File: src/rtl/audio_pkg.sv
// rtl/audio_pkg.sv - shared types for the audio output arbiter
package audio_pkg;

  localparam int SAMPLE_W = 24;

  typedef struct packed {
    logic [SAMPLE_W-1:0] right;
    logic [SAMPLE_W-1:0] left;
  } stereo_frame_t;

  typedef enum logic {
    IDLE = 1'b0,
    SEND = 1'b1
  } arb_state_e;

endpackage

File: src/rtl/audio_rr_pick.sv
// rtl/audio_rr_pick.sv - combinational rotating-priority picker
module audio_rr_pick #(
  parameter int NUM_REQ_P = 3,
  parameter int IDX_W_P   = (NUM_REQ_P > 1) ? $clog2(NUM_REQ_P) : 1
) (
  input  logic [NUM_REQ_P-1:0] valid_i,
  input  logic [IDX_W_P-1:0]   ptr_i,
  output logic                 any_o,
  output logic [IDX_W_P-1:0]   winner_o,
  output logic [NUM_REQ_P-1:0] onehot_o
);

  always_comb begin
    int  idx;
    logic found;
    idx      = 0;
    found    = 1'b0;
    winner_o = '0;
    onehot_o = '0;
    // Scan from the pointer upward, wrapping, and keep the first hit.
    for (int k = 0; k < NUM_REQ_P; k++) begin
      idx = int'(ptr_i) + k;
      if (idx >= NUM_REQ_P) idx = idx - NUM_REQ_P;
      if (!found && valid_i[IDX_W_P'(idx)]) begin
        found    = 1'b1;
        winner_o = IDX_W_P'(idx);
      end
    end
    any_o = found;
    if (found) onehot_o[winner_o] = 1'b1;
  end

endmodule

File: src/rtl/audio_out_arbiter.sv
// rtl/audio_out_arbiter.sv - round-robin frame arbiter with silence injection
module audio_out_arbiter
  import audio_pkg::*;
#(
  parameter int NUM_REQ_P = 3,
  parameter int WIDTH_P   = 24,
  parameter int TIMEOUT_P = 512
) (
  input  logic                           clk_i,
  input  logic                           reset_n_i,
  input  logic [NUM_REQ_P-1:0]           req_valid_i,
  input  logic [NUM_REQ_P*2*WIDTH_P-1:0] req_data_i,
  output logic [NUM_REQ_P-1:0]           req_ready_o,
  input  logic                           mute_i,
  output logic                           valid_o,
  input  logic                           ready_i,
  output logic [WIDTH_P-1:0]             left_o,
  output logic [WIDTH_P-1:0]             right_o,
  output logic [$clog2(NUM_REQ_P)-1:0]   grant_o,
  output logic                           silence_o
);

  localparam int IDX_W = $clog2(NUM_REQ_P);
  localparam int CNT_W = $clog2(TIMEOUT_P);
  localparam logic [CNT_W-1:0] CNT_LAST = CNT_W'(TIMEOUT_P - 1);
  localparam logic [IDX_W-1:0] IDX_LAST = IDX_W'(NUM_REQ_P - 1);

  arb_state_e         state_q, state_d;
  logic [CNT_W-1:0]   cnt_q, cnt_d;
  logic [IDX_W-1:0]   ptr_q, ptr_d;
  logic [IDX_W-1:0]   grant_q, grant_d;
  logic [WIDTH_P-1:0] left_q, left_d;
  logic [WIDTH_P-1:0] right_q, right_d;

  logic                 any;
  logic [IDX_W-1:0]     winner;
  logic [NUM_REQ_P-1:0] onehot;
  logic [WIDTH_P-1:0]   req_left  [NUM_REQ_P];
  logic [WIDTH_P-1:0]   req_right [NUM_REQ_P];
  logic                 timeout_hit;

  audio_rr_pick #(
    .NUM_REQ_P (NUM_REQ_P),
    .IDX_W_P   (IDX_W)
  ) u_pick (
    .valid_i  (req_valid_i),
    .ptr_i    (ptr_q),
    .any_o    (any),
    .winner_o (winner),
    .onehot_o (onehot)
  );

  always_comb begin
    for (int i = 0; i < NUM_REQ_P; i++) begin
      req_left[i]  = req_data_i[(2*i)*WIDTH_P +: WIDTH_P];
      req_right[i] = req_data_i[(2*i+1)*WIDTH_P +: WIDTH_P];
    end
  end

  // A real request always wins over the timeout in the same cycle.
  assign timeout_hit = (state_q == IDLE) && !any && (cnt_q == CNT_LAST);

  always_comb begin
    state_d = state_q;
    cnt_d   = cnt_q;
    ptr_d   = ptr_q;
    grant_d = grant_q;
    left_d  = left_q;
    right_d = right_q;
    unique case (state_q)
      IDLE: begin
        if (any) begin
          state_d = SEND;
          cnt_d   = '0;
          grant_d = winner;
          ptr_d   = (winner == IDX_LAST) ? '0 : winner + 1'b1;
          left_d  = mute_i ? '0 : req_left[winner];
          right_d = mute_i ? '0 : req_right[winner];
        end else if (timeout_hit) begin
          state_d = SEND;
          cnt_d   = '0;
          left_d  = '0;
          right_d = '0;
        end else begin
          cnt_d = cnt_q + 1'b1;
        end
      end
      SEND: begin
        cnt_d = '0;
        if (ready_i) state_d = IDLE;
      end
      default: state_d = IDLE;
    endcase
  end

  always_ff @(posedge clk_i or negedge reset_n_i) begin
    if (!reset_n_i) begin
      state_q <= IDLE;
      cnt_q   <= '0;
      ptr_q   <= '0;
      grant_q <= '0;
      left_q  <= '0;
      right_q <= '0;
    end else begin
      state_q <= state_d;
      cnt_q   <= cnt_d;
      ptr_q   <= ptr_d;
      grant_q <= grant_d;
      left_q  <= left_d;
      right_q <= right_d;
    end
  end

  assign req_ready_o = (state_q == IDLE) ? onehot : '0;
  assign valid_o     = (state_q == SEND);
  assign left_o      = left_q;
  assign right_o     = right_q;
  assign grant_o     = grant_q;
  assign silence_o   = timeout_hit;

endmodule

File: config.mk
export PLATFORM = sky130hd
export DESIGN_NAME = audio_out_arbiter
export DESIGN_NICKNAME = d
export VERILOG_FILES = /design/src/rtl/audio_pkg.sv /design/src/rtl/audio_rr_pick.sv /design/src/rtl/audio_out_arbiter.sv
export SDC_FILE = /design/constraint.sdc
export NUM_CORES = 1
export LEC_CHECK = 0
export CORE_ASPECT_RATIO = 1.25
export CORE_UTILIZATION = 44
export DETAILED_ROUTE_END_ITERATION = 12
export PLACE_DENSITY = 0.93
export SYNTH_ARGS = -nofsm -noshare
export SYNTH_HDL_FRONTEND = slang
export SYNTH_HIERARCHICAL = 1
export SYNTH_SLANG_ARGS = --single-unit
File: constraint.sdc
create_clock -name clk_i -period 7.25 [get_ports clk_i]
set_input_delay 1.45 -clock clk_i [delete_from_list [all_inputs] [get_ports clk_i]]
set_output_delay 1.45 -clock clk_i [all_outputs]
set_load 0.1 [all_outputs]
## Word level (Yosys, flattened, before mapping)

Index checks and enable logic that the tools add are counted.

- Register bits after elaboration: 62
- Bits of input ports: 151
- Output and inout bits: 55

- Add/subtract/negate cells: 7
- Order comparisons: 9
- Equal/unequal tests: 2
- Multiplexer cells: 41
- Bitwise gates (word level): 2
- Reductions and logical operators: 11

Operators by type and width:

| kind | number |
|---|---|
| $mux W24 | 9 |
| $bmux W24 S2 | 2 |
| $mux W9 | 2 |
| $pmux W9 S2 | 1 |
| $mux W2 | 7 |
| $mux W1 | 13 |
| $lt A2 B4 Y1 const B | 3 |
| $add A9 B1 Y9 const B | 1 |
| $eq A9 B9 Y1 const B | 1 |
| $bmux W1 S2 | 3 |
| $ge A3 B2 Y1 const B | 2 |
| $mux W3 | 2 |
| $logic_and A1 B1 Y1 | 5 |
| $reduce_and A2 Y1 | 2 |
| $sub A2 B1 Y2 const B | 2 |
| $add A2 B1 Y3 const B | 1 |
| $add A2 B2 Y3 const B | 1 |
| $ge A3 B3 Y1 const B | 1 |
| $logic_not A1 Y1 | 3 |
| $lt A2 B3 Y1 const B | 1 |
| $not A2 Y3 | 1 |
| $add A2 B1 Y2 const B | 1 |
| $demux W1 S2 | 1 |
| $eq A2 B2 Y1 const B | 1 |
| other kinds (6) | 6 |

## Longest topological paths before layout

- Depth in word-level cells: 18
- Gate-level depth with buffers: 12

## Cells and area by module

The synthesis kept the hierarchy.

By module, submodules not included:

| module | times used | cells an instance | area each (um^2) | sequential area each (um^2) |
|---|---|---|---|---|
| audio_out_arbiter | 1 | 387 | 3722.3 | 1551.5 |
| audio_rr_pick | 1 | 38 | 271.5 | 0.0 |

## Worst setup path before layout

No wires, ideal clock.

- Path kind: input to output
- Start point: input req_valid_i[1]
- End point: output silence_o
- Data arrival time: 4.430 ns
- Slack: 1.370 ns
- Stages: 4
- Path through: mux2i_1 > o22ai_1 > or3_1 > nor3b_1

- Longest elaborated chain between the ends: 13
- Elaborated cells between the ends (all ways): 19

RTL lines:

| item | line | source |
|---|---|---|
| start, declared | audio_out_arbiter.sv:11 | `input logic [NUM_REQ_P-1:0] req_valid_i,` |
| $bmux W1 S2 | audio_rr_pick.sv:24 | `if (!found && valid_i[IDX_W_P'(idx)]) begin` |
| $mux W1 (implied by the code) (2 in series) | audio_rr_pick.sv:24 |  |
| $mux W1 | audio_rr_pick.sv:24 |  |
| $logic_not A1 Y1 | audio_rr_pick.sv:24 |  |
| $logic_and A1 B1 Y1 | audio_rr_pick.sv:24 |  |
| $mux W1 | audio_rr_pick.sv:24 |  |
| $logic_not A1 Y1 | audio_rr_pick.sv:24 |  |
| $logic_and A1 B1 Y1 | audio_rr_pick.sv:24 |  |
| $mux W1 (*) | audio_rr_pick.sv:24 |  |
| via any | audio_out_arbiter.sv:35 | `logic any;` |
| $logic_not A1 Y1 (*) | audio_out_arbiter.sv:61 | `assign timeout_hit = (state_q == IDLE) && !any && (cnt_q == CNT_LAST);` |
| $logic_and A1 B1 Y1 (*) (2 in series) | audio_out_arbiter.sv:61 |  |
| end, declared | audio_out_arbiter.sv:20 | `output logic silence_o` |

The timed path passes the listed nets; every way through them passes the cells marked *. The select of a mux whose other input is x is not followed.

## Worst setup path in the final report

Ends and elaborated chain as after synthesis.

==> metrics.md <==
| Metric | Value |
|---|---|
| Outcome | `finished clean` |
| Worst Setup Start Kind | `input pin` |
| Final Util | `0.708` |
| Data arrival, critical path | `4370 ps` |
| Final hold vios | `0` |
| CTS Buffer Depth | `2` |
| Count leader, synth | `dfrtp_1` |
| Final RePlAce weighted congestion | `0.817` |
| Seq/Total Area, Yosys | `0.388` |
| CTS buffer count | `9` |
| Clock latency on the worst-skew pair | `340 ps` |
| Vias | `3,984` |
| Port Buffer Count | `205` |
| Initial DRC count | `189` |
| Worst Tran Pin Value | `1200 ps` |
| Final net count | `760` |
| Number of global-route vias before repair | `3,778` |
| Crit path largest cell delay | `1160 ps` |
| Yosys top cell by area | `dfrtp_1` |
| Req. time, crit path | `slightly below 6000 ps` |
| Most Frequent Cell on Critical Path | `clkdlybuf4s50_1` |
| Drt wl/cell | `15.6 um` |
| Initial antenna violation count | `0` |
| Slew HR | `0.195` |
| Final setup fails | `0` |
| Largest net degree at the start of global routing | `80` |
| GRT Overall Usage | `0.235` |
| Yosys top cell area share | `0.388` |
| Routed wire length | `11,400 um` |
| CP bufs+invs | `2` |
| H-tree levels | `3` |
| Post-synth EDFFs | `0` |
| RSZ-0062 raised after global routing | `false` |
| Wire length of the first global-routing pass | `between 15,000 and 20,000 um` |
| Post-DP Area | `5990 um2` |
| Critical Path Fanout Max | `6` |
| CTS sink count | `62` |
| Synthesized area per cell | `9.40 um2` |
| Share of layout cells above drive strength 1 | `0.0443` |
| YS warnings | `6` |
| Max rail drop VDD | `between 0.4 and 0.5 mV` |
| Synth cell count leaders | `dfrtp_1 (62), inv_1 (56), nor2b_1 (50)` |
| Worst setup margin | `1430 ps` |
| Die Width | `a little under 90 um` |
| Root buffer cell | `clkbuf_8` |
| Top cells by area, synth | `dfrtp_1 (39%), a32o_1 (12%), a211o_1 (11%)` |
| Area delta synth->final | `55.1%` |
| Number of synthesized register bits | `62` |
| CTS tree | `yes` |
| Clock Skews | `9.47 ps` |
| Total grt overflow | `0` |
| Post-Layout Inst Area | `6190 um2` |
| Routed vias/inst | `around 5.5` |
| Cts hold-fix bufs | `0` |
| Cells after Synth | `about 430` |
| Slew Limit Fails | `0` |
| ANT nets after route | `0` |
| Boundary pin count | `206` |
| Synthesized area | `~4000 um2` |
| Initial Util | `0.457` |
| # DRC | `0` |
| Delay-heaviest family, CP | `buffers and inverters` |
| Fin crit period | `5820 ps` |
| Hold WC Path Type | `reg -> reg` |
| Row count | `38` |
| Tcrit/Tclk final | `0.802` |
| Leak | `about 2.7 nW` |
| # fillers | `685` |
| # diodes | `0` |
| CP Cell Sequence | `clkdlybuf4s50_1 -> mux2i_1 -> o22ai_1 -> or3_1 -> nor3b_1 -> clkdlybuf4s50_1` |
| Post-synth top flop | `dfrtp_1` |
| Crit Path Category | `in -> out` |
| Placeable core area | `8750 um2` |
| Count of cell types in the netlist | `41` |
| Syn_nets | `about 580` |
| Drt pass-1 iters | `5` |
| Critical Path Slowest Stage Cell | `clkdlybuf4s50_1` |
| Sum Neg Setup Slack | `0 ps` |
| Die Span Y | `109 um` |
| Async SR Flop Fraction | `1.00` |
| Post-CTS sizing | `0` |
| Fmax achieved | `172 MHz` |
| Worst Setup End Kind | `primary output` |
| Power per cell area | `450 nW/um2` |
| Final HPWL DP | `8210 um` |
| Reg clk slew, reported paths | `60 ps` |
| Die area | `9460 um2` |
| Setup Buffers After CTS | `0` |
| Worst slack at placement | `1440 ps` |
| Max-capacitance violation count | `0` |
## worst register-to-register path, stage by stage (launching register included)
cell and delay (ps):
dfrtp_1 370, inv_1 70, ha_1 410, nand2_1 150, nor3b_1 580, or3_1 330, nand2b_1 270, nor2_4 920
a32o_1 330
## metrics by stage
stage               hold slack [ps]  cells  power, mW
floorplan                       455    425       2.08
detailed placement              480    713       2.49
global route                    500    729       2.93
global placement                472    713       2.44
CTS                             489    729       2.80
finish                          485    729       2.79
## cell usage in the layout (no fill, tap or decap), types with 2 or more instances in the layout
| master | count |
|---|---|
| dfrtp_1 | 62 |
| nor2b_1 | 50 |
| clkdlybuf4s50_1 | 204 |
| a211o_1 | 48 |
| o21ai_0 | 49 |
| mux2_2 | 2 |
| clkbuf_8 | 11 |
| o32ai_1 | 2 |
| o21a_1 | 2 |
| o32ai_4 | 2 |
| mux2i_1 | 3 |
| nand2b_1 | 3 |
| and2_1 | 2 |
| or3_1 | 5 |
| a21oi_1 | 4 |
| o21ai_1 | 3 |
| nor2_1 | 6 |
| and2b_1 | 2 |
| clkinv_2 | 3 |
| a32o_1 | 48 |
| nand3_1 | 4 |
| o22ai_1 | 2 |
| buf_4 | 5 |
| xor2_1 | 2 |
| inv_1 | 56 |
| ha_1 | 5 |
| nand2_1 | 6 |
| nor3b_1 | 2 |
## cells by family after synthesis
family                   Yosys count  synth area share
AO/OA/AOI/OAI                    167             0.326
buffers and inverters             98             0.123
AND/OR/NAND/NOR                   85             0.127
flip-flops                        62             0.388
multiplexers                       5            0.0132
adder cells (fa/ha/maj)            5            0.0157
XOR/XNOR                           3           0.00658
## flip-flops by register name, summed over array words and instances, names as in the netlist
register,flops
grant_o,2
left_o,24
right_o,24
ptr_q,2
cnt_q,9
valid_o,1
## cell type report
class,instances,area [um2],area share
timing repair buffer,210,2080,0.336
clock buffer,12,155,0.0250
inverter,56,210,0.0339
clock inverter,4,45.0,0.00727
multi-input combinational,265,2000,0.323
tap,120,150,0.0242
sequential,62,1550,0.250
## metal layers
layer | wire, um | vias to the layer above | share of wire | global-route usage
met1 | 4300 | 1886 | 0.38 | 0.258
met5 | 0 | - | 0 | 0
met4 | 264 | 0 | 0.023 | 0.110
met2 | 6030 | 170 | 0.53 | 0.431
met3 | 806 | 25 | 0.071 | 0.0466
li1 | - | 1903 | - | -
## report_power, final
group	internal, mW	total, mW	switching, mW
clock	0.176	0.306	0.130
sequential	0.459	0.525	0.0654
combinational	0.596	1.96	1.36
## path summary, 6_finish.rpt
kind	startpoint	endpoint	slack (ps)	cells past startpoint
max	req_valid_i[1]	silence_o	1430	6
max reg2reg	ptr_q[0]	right_o[5]	3740	8
min in group asynchronous	reset_n_i	left_o[0]	1280	2
max in group asynchronous	reset_n_i	left_o[21]	5440	2
min	cnt_q[0]	cnt_q[0]	490	1
min reg2reg	cnt_q[0]	cnt_q[0]	490	1
Note: power is estimated with default switching activity, not from simulation.
